<file path="config.mk">
export PLATFORM = sky130hd
export DESIGN_NAME = audio_capture_controller
export DESIGN_NICKNAME = d
export VERILOG_FILES = /design/src/rtl/audio_capture_pkg.sv /design/src/rtl/trigger_detector.sv /design/src/rtl/audio_capture_controller.sv
export SDC_FILE = /design/constraint.sdc
export NUM_CORES = 1
export LEC_CHECK = 0
export ABC_AREA = 0
export CAP_MARGIN = 20
export CORE_ASPECT_RATIO = 1.25
export CORE_MARGIN = 2
export CORE_UTILIZATION = 29
export CTS_BUF_LIST = sky130_fd_sc_hd__clkbuf_8
export CTS_CLUSTER_DIAMETER = 30
export CTS_CLUSTER_SIZE = 40
export DETAILED_ROUTE_END_ITERATION = 16
export PLACE_DENSITY_LB_ADDON = 0.2
export SLEW_MARGIN = 20
export SYNTH_ARGS = -nofsm -noshare
export SYNTH_HDL_FRONTEND = slang
export SYNTH_SLANG_ARGS = --single-unit
</file>
<file path="constraint.sdc">
create_clock -name clk -period 2.3 [get_ports clk]
set_input_delay 0.23 -clock clk [delete_from_list [all_inputs] [get_ports clk]]
set_output_delay 0.23 -clock clk [all_outputs]
set_load 0.1 [all_outputs]
</file>
<file path="src/rtl/audio_capture_pkg.sv">
// Shared types and default sizes for the audio capture path.
package audio_capture_pkg;

   typedef enum logic [1:0] {
      IDLE    = 2'd0,
      ARMED   = 2'd1,
      CAPTURE = 2'd2,
      DONE    = 2'd3
   } capture_state_t;

   localparam int DEFAULT_DEPTH             = 1024;
   localparam int DEFAULT_SAMPLE_DATA_WIDTH = 8;

endpackage

</file>
<file path="src/rtl/trigger_detector.sv">
// Rising level-crossing detector: fires combinationally on the sample that crosses the level.
module trigger_detector
   import audio_capture_pkg::*;
#(
   parameter int SAMPLE_DATA_WIDTH = DEFAULT_SAMPLE_DATA_WIDTH
) (
   input  logic                                clk,
   input  logic                                rst,
   input  logic                                clear,
   input  logic signed [SAMPLE_DATA_WIDTH-1:0] level,
   input  logic                                sample_valid,
   input  logic signed [SAMPLE_DATA_WIDTH-1:0] sample_data,
   output logic                                fire
);

   localparam logic signed [SAMPLE_DATA_WIDTH-1:0] MOST_NEG = {1'b1, {(SAMPLE_DATA_WIDTH-1){1'b0}}};

   logic signed [SAMPLE_DATA_WIDTH-1:0] prev_p0;
   logic signed [SAMPLE_DATA_WIDTH-1:0] level_p0;

   // clear seeds prev with the most negative value so an initial sample at or above level fires
   always_ff @(posedge clk) begin
      if (rst) begin
         prev_p0  <= MOST_NEG;
         level_p0 <= '0;
      end else if (clear) begin
         prev_p0  <= MOST_NEG;
         level_p0 <= level;
      end else if (sample_valid) begin
         prev_p0  <= sample_data;
      end
   end

   assign fire = sample_valid && (prev_p0 < level_p0) && (sample_data >= level_p0);

endmodule

</file>
<file path="src/rtl/audio_capture_controller.sv">
// Frame capture sequencer: arms on start, optionally waits for a trigger, then writes
// DEPTH decimated samples into the frame buffer and pulses done.
module audio_capture_controller
   import audio_capture_pkg::*;
#(
   parameter int SAMPLE_DATA_WIDTH = DEFAULT_SAMPLE_DATA_WIDTH,
   parameter int DEPTH             = DEFAULT_DEPTH,
   parameter int DECIM_WIDTH       = 8
) (
   input  logic                                clk,
   input  logic                                rst,
   input  logic                                start,
   input  logic                                abort,
   input  logic                                trig_enable,
   input  logic signed [SAMPLE_DATA_WIDTH-1:0] trig_level,
   input  logic [DECIM_WIDTH-1:0]              decim,
   input  logic                                sample_valid,
   input  logic signed [SAMPLE_DATA_WIDTH-1:0] sample_data,
   output logic                                bram_we,
   output logic [$clog2(DEPTH)-1:0]            bram_addr,
   output logic signed [SAMPLE_DATA_WIDTH-1:0] bram_din,
   output logic                                busy,
   output logic                                done,
   output logic [15:0]                         frame_count
);

   localparam int AW = $clog2(DEPTH);
   localparam logic [AW-1:0] LAST_ADDR = AW'(DEPTH - 1);

   capture_state_t state, state_next;

   logic                   start_ok;
   logic                   fire;
   logic                   trig_take;
   logic                   capture_take;
   logic                   accept;
   logic [DECIM_WIDTH-1:0] decim_q;
   logic [DECIM_WIDTH-1:0] phase;
   logic [AW-1:0]          addr;
   logic                   full;

   function automatic logic [DECIM_WIDTH-1:0] next_phase(input logic [DECIM_WIDTH-1:0] ph,
                                                         input logic [DECIM_WIDTH-1:0] dec);
      return (ph == dec - DECIM_WIDTH'(1)) ? '0 : ph + DECIM_WIDTH'(1);
   endfunction

   assign start_ok     = (state == IDLE) && start && !abort;
   assign trig_take    = (state == ARMED) && fire;
   assign capture_take = (state == CAPTURE) && sample_valid && !full;
   assign accept       = trig_take || (capture_take && (phase == '0));

   trigger_detector #(
      .SAMPLE_DATA_WIDTH(SAMPLE_DATA_WIDTH)
   ) u_trig (
      .clk         (clk),
      .rst         (rst),
      .clear       (start_ok && trig_enable),
      .level       (trig_level),
      .sample_valid(sample_valid),
      .sample_data (sample_data),
      .fire        (fire)
   );

   always_ff @(posedge clk) begin
      if (rst) state <= IDLE;
      else     state <= state_next;
   end

   // CAPTURE leaves only once the final write is on the bus, so done trails it by one cycle
   always_comb begin
      state_next = state;
      case (state)
         IDLE:    if (start_ok) state_next = trig_enable ? ARMED : CAPTURE;
         ARMED:   if (abort) state_next = IDLE;
                  else if (fire) state_next = CAPTURE;
         CAPTURE: if (abort) state_next = IDLE;
                  else if (full) state_next = DONE;
         DONE:    state_next = IDLE;
         default: state_next = IDLE;
      endcase
   end

   always_comb begin
      busy = (state == ARMED) || (state == CAPTURE);
      done = (state == DONE);
   end

   always_ff @(posedge clk) begin
      if (rst) begin
         decim_q     <= DECIM_WIDTH'(1);
         phase       <= '0;
         addr        <= '0;
         full        <= 1'b0;
         bram_we     <= 1'b0;
         bram_addr   <= '0;
         bram_din    <= '0;
         frame_count <= '0;
      end else begin
         bram_we <= accept;
         if (accept) begin
            bram_addr <= addr;
            bram_din  <= sample_data;
         end
         if (start_ok) begin
            decim_q <= (decim == '0) ? DECIM_WIDTH'(1) : decim;
            phase   <= '0;
            addr    <= '0;
            full    <= 1'b0;
         end else begin
            // the triggering sample is decimation phase 0
            if (trig_take)         phase <= next_phase('0, decim_q);
            else if (capture_take) phase <= next_phase(phase, decim_q);
            if (accept) begin
               if (addr == LAST_ADDR) full <= 1'b1;
               else                   addr <= addr + AW'(1);
            end
         end
         if ((state == CAPTURE) && full && !abort) frame_count <= frame_count + 16'd1;
      end
   end

endmodule

</file>
Yosys cells after proc, flatten, opt, wreduce, memory -nomap -nowiden
Cells that the tools add are included.
{"block": "word_totals", "regBits": 80, "wordCells": 63, "out_inout_bits": 37, "input_bits": 30}
{"block": "classes", "addsub": 4, "n_lt_le_gt_ge": 2, "bitwise": 1, "mux": 12, "eq_ne": 8, "reduce_logical": 25}
{"cell": "$mux W8", "n": 4}
{"cell": "$logic_not A8 Y1", "n": 3}
{"cell": "$add A16 B1 Y16 const B", "n": 1}
{"cell": "$mux W2", "n": 6}
{"cell": "$logic_and A1 B1 Y1", "n": 11}
{"cell": "$add A10 B1 Y10 const B", "n": 1}
{"cell": "$eq A10 B10 Y1 const B", "n": 1}
{"cell": "$add A8 B1 Y8 const B", "n": 1}
{"cell": "$eq A8 B8 Y1", "n": 1}
{"cell": "$ge A8 B8 Y1", "n": 1}
{"cell": "$lt A8 B8 Y1", "n": 1}
{"cell": "$pmux W2 S4", "n": 1}
{"cell": "$sub A8 B1 Y8 const B", "n": 1}
{"cell": "$ne A3 B3 Y1 const B", "n": 2}
{"cell": "$eq A2 B2 Y1 const B", "n": 2}
{"cell": "$reduce_and A2 Y1", "n": 2}
{"cell": "$reduce_or A2 Y1", "n": 2}
{"cell": "$reduce_and A3 Y1", "n": 1}
{"cell": "$eq A2 B1 Y1 const B", "n": 1}
{"cell": "$logic_not A1 Y1", "n": 2}
{"cell": "$logic_not A2 Y1", "n": 1}
{"cell": "$logic_or A1 B1 Y1", "n": 2}
{"cell": "$ne A2 B2 Y1 const B", "n": 1}
{"cell": "$reduce_bool A2 Y1", "n": 1}
{"cell": "2 further kinds", "n": 2}

Logic depth before layout (Yosys ltp)
{"block": "depth", "ltp_word": 6, "mapped_depth": 11, "ltp_nobuf": 9}

Hierarchy
From an unflattened synthesis, not the netlist that was laid out.
{"block": "hier_totals", "hier_cells": 474, "hier_area_um2": 4261.6}
{"mod": "audio_capture_controller", "area_per_inst_um2": 3301.9, "n_inst": 1, "cells_each": 369, "seq_area_each_um2": 1281.2}
{"mod": "trigger_detector", "area_per_inst_um2": 959.7, "n_inst": 1, "cells_each": 105, "seq_area_each_um2": 320.3}

Worst setup path after synthesis
No wires, ideal clock.
{"block": "synth_timing", "path_kind": "reg-to-reg", "from": "register frame_count[3]", "to": "register frame_count[13]", "required_ns": 2.233, "setup_slack_ns": -0.025, "arrival_time_ns": 2.259, "path_stages_with_launch": 8, "synth_period_minus_slack_ns": 2.325, "setup_ns": 0.067, "path_buffers": 0, "cell_sequence": "dfxtp_1 > and4_1 > nand3_1 > nor2_1 > and3_1 > nand3_1 > xor2_1 > nor2_1"}
{"block": "synth_between", "elab_chain_len": 1}
{"item": "start, declared", "line": "audio_capture_controller.sv:24", "text": "output logic [15:0] frame_count"}
{"item": "start signal, assigned", "line": "audio_capture_controller.sv:118", "text": "if ((state == CAPTURE) && full && !abort) frame_count <= frame_count + 16'd1;"}
{"item": "$add A16 B1 Y16", "line": "audio_capture_controller.sv:118"}
Every way passes these cells.
A chain may end at the register's enable or synchronous reset.

Worst setup path after layout
{"block": "layout_timing", "from": "input port sample_data[5]", "to": "register addr[3]"}
{"block": "layout_between", "elab_chain_len": 5}
{"item": "start, declared", "line": "audio_capture_controller.sv:18", "text": "input logic signed [SAMPLE_DATA_WIDTH-1:0] sample_data,"}
{"item": "$ge A8 B8 Y1", "line": "trigger_detector.sv:34", "text": "assign fire = sample_valid && (prev_p0 < level_p0) && (sample_data >= level_p0);"}
{"item": "$logic_and A1 B1 Y1", "line": "trigger_detector.sv:34"}
{"item": "$logic_and A1 B1 Y1", "line": "audio_capture_controller.sv:48", "text": "assign trig_take = (state == ARMED) && fire;"}
{"item": "$logic_or A1 B1 Y1", "line": "audio_capture_controller.sv:50", "text": "assign accept = trig_take || (capture_take && (phase == '0));"}
{"item": "$reduce_and A2 Y1 (no source line)"}
{"item": "end signal, assigned", "line": "audio_capture_controller.sv:115", "text": "else addr <= addr + AW'(1);"}
{"item": "end, declared", "line": "audio_capture_controller.sv:39", "text": "logic [AW-1:0] addr;"}
Every way passes these cells.

==> impl_metrics.json <==
{
  "startpoint_type": "primary input",
  "cts_tree": "done",
  "nets": 629,
  "die_area_mm2": 0.0148,
  "clkLatencyLatePin_ps": 360,
  "vias": 3564,
  "cts_inserted_buffers": 9,
  "grt_pass1_vias": 3614,
  "p_leak_nw": 2.11,
  "placed_cells": 735,
  "synthToLayoutAreaGrowth_pct": 33.8,
  "drv_cap": 0,
  "htree_levels": 3,
  "slew_headroom": 0.656,
  "fillerInstances": 1416,
  "cts.path.max_buffers": 2,
  "yosysTopAreaCell": "dfxtp_1",
  "mappedNetlistArea_mm2": 0.00400,
  "clkSinkCount": 80,
  "hpwlAfterDp_mm": 7.94,
  "cts-hold-fix-buffers": 0,
  "cp_max_fo": 8,
  "drt_iter0_markers": 106,
  "track_usage": 0.148,
  "avgSynthCellArea_um2": 8.32,
  "grt_pass1_wl_mm": 17.2,
  "worstPathArrival_ps": 2490,
  "synth_top_family_by_area": "simple AND/OR/NAND/NOR gates",
  "synthSimpleGateAreaFrac": 0.258,
  "path_clk_slew_ps": 80,
  "yosys-top-cells-area": "dfxtp_1, ha_1, nand2_1",
  "synth-seq-cells": 80,
  "yosysTopAreaCellShare": 0.400,
  "irDropWorstVdd_mv": 0.436,
  "async_flop_share": 0,
  "routedLengthMet1_mm": 4.46,
  "gp_congestion": 0.813,
  "fin_worst_skew_ps": 10.6,
  "synth_compound_area_frac": 0.128,
  "rsz0062_at_grt": "false",
  "slew_violations": 0,
  "core.rowCount": 48,
  "antenna_found_initial": 0,
  "via_per_inst": 4.73,
  "dpl_worst_slack_ps": -415,
  "overflow": 0,
  "worstMarginPinSlew_ps": 509,
  "coreArea_mm2": 0.0136,
  "drt_wl_total_mm": 10.3,
  "hold_viol": 0,
  "ant_nets": 0,
  "initial_core_util": 0.294,
  "root_buffer": "clkbuf_8",
  "dieHeight_um": 135,
  "cp-end-kind": "flop",
  "remaining_drc_errors": 0,
  "worst_slack_ps": 106,
  "top_layer": "met4",
  "synth_edf_count": 0,
  "io_pins": 67,
  "synth_xor_area_frac": 0.0700,
  "fin_cells": 753,
  "drt_pre_antenna_iters": 4,
  "post_drt_wl_per_cell_um": 13.7,
  "port_buffers": 66,
  "p_per_area_mw_per_mm2": 793,
  "fmax_mhz": 456,
  "postSynthCellCount": 481,
  "diodes": 0,
  "synth-main-ff-cell": "dfxtp_1",
  "period_share": 0.954,
  "wl_met3_um": 352,
  "die_w_um": 109,
  "setup_viol": 0,
  "synth_mux_area_frac": 0.0225,
  "synth_cell_types": 53,
  "ff2ff_setup_slack_ps": 120,
  "grt_start_max_net_pins": 33,
  "drive_gt1_frac": 0.223,
  "synth_fa_ha_area_frac": 0.0813,
  "status": "completed",
  "tns_ps": 0,
  "hp-class": "in -> reg",
  "power_mw": 4.25,
  "synth-seq-area-share": 0.400,
  "cp_data_required_time_ps": 2600,
  "critical_path_class": "in -> reg",
  "route.met2.wl_mm": 5.25,
  "syn-num-nets": 537,
  "yosysWarnings": 0,
  "fin_crit_ps": 2190
}
## layout make-up
| cell class | count | area, µm² | area share |
|---|---|---|---|
| Clock buffer | 10 | 138 | 0.0257 |
| Multi-Input combinational cell | 363 | 2350 | 0.439 |
| Inverter | 16 | 60.1 | 0.0112 |
| Sequential cell | 80 | 1610 | 0.301 |
| Tap cell | 175 | 219 | 0.0409 |
| Clock inverter | 6 | 108 | 0.0201 |
| Timing Repair Buffer | 103 | 872 | 0.163 |
## kinds of logic (layout without fill, tap and decap cells)
| group | count (synthesis) | after routing |
|---|---|---|
| compound gates | 80 | 80 |
| xor+xnor | 32 | 32 |
| flops | 80 | 80 |
| simple gates | 216 | 216 |
| fa+ha+maj | 26 | 26 |
| buf+inv | 38 | 135 |
| mux | 9 | 9 |
## layer usage
| metal | GRT usage | up-vias |
|---|---|---|
| met5 | 0 | - |
| met4 | 0.0634 | 0 |
| met3 | 0.0313 | 17 |
| met2 | 0.259 | 52 |
| met1 | 0.171 | 1674 |
| li1 | - | 1821 |
## where the power goes
part / internal (mW) / switching (mW)
sequential: 1.47 / 0.0800
clock: 0.747 / 0.511
combinational: 0.544 / 0.892
total: 2.76 / 1.48
## sequential cells by signal (all words and copies together) (netlist names)
register	cells
frame_count	16
phase	8
addr	10
full	1
bram_din	8
decim_q	8
bram_addr	10
u_trig.level_p0	8
bram_we	1
state	2
u_trig.prev_p0	8
## worst max-delay path, stage by stage
cell and delay, ps:
clkdlybuf4s50_1 500, ha_4 310, and4_1 200, o21ai_2 60, o2111ai_2 240, nand4_4 140, and2_4 200, buf_12 130
or3_1 350, a21oi_2 120
## final timing paths
kind | cells past startpoint | from | to
max | 10 | sample_data[5] | addr[3]
min | 2 | rst | decim_q[6]
max reg2reg | 10 | u_trig.level_p0[4] | addr[3]
min reg2reg | 2 | u_trig.level_p0[3] | u_trig.level_p0[3]
## through the flow
step	instance area (µm²)	utilization	hold slack (ps)
global route	5360	0.393	345
finish	5360	0.393	337
CTS	5220	0.383	318
global placement	4960	0.364	446
detailed placement	4960	0.364	448
floorplan	4010	-	352
## timing repair
action	in CTS	in global routing
hold endpoints to repair	0	0
setup buffers	0	2
gates resized for setup	6	26
setup endpoints to repair	27	26
pin swaps	2	9
## cells in the final DEF (no fill, tap or decap), drive strengths merged, types with 4 or more instances in the layout
cell type      instances
dfxtp                 80
a211oi                 7
nor2b                  5
clkbuf                10
o21ai                  8
nor3                   5
mux2i                  9
or3                    4
nand3                 22
nand4                  8
and3                   6
ha                    26
buf                   75
clkdlybuf4s50         27
a21oi                 46
xnor2                 14
nand2b                 5
inv                   17
xor2                  18
nand2                 86
nor2                  54
## cells in the mapped netlist (2+ instances only)
library cell / number
a31oi_1: 3
nor2b_1: 5
clkbuf_1: 14
a211o_1: 3
xor2_1: 18
nand2_1: 86
or4_1: 2
and3b_1: 2
inv_1: 16
and2_1: 3
nor3_1: 5
o21ai_1: 2
nand3_1: 22
nor2_1: 54
xnor2_1: 14
nand4_1: 7
nand3b_1: 2
dfxtp_1: 80
and3_1: 6
a211oi_1: 6
buf_2: 5
nand4b_1: 2
nand2b_1: 5
nor4_1: 3
o21ai_0: 5
or3_1: 4
ha_1: 26
a21o_1: 2
a21oi_1: 45
and4_1: 3
mux2i_1: 9
No activity file was read; power rests on OpenSTA's default activity.
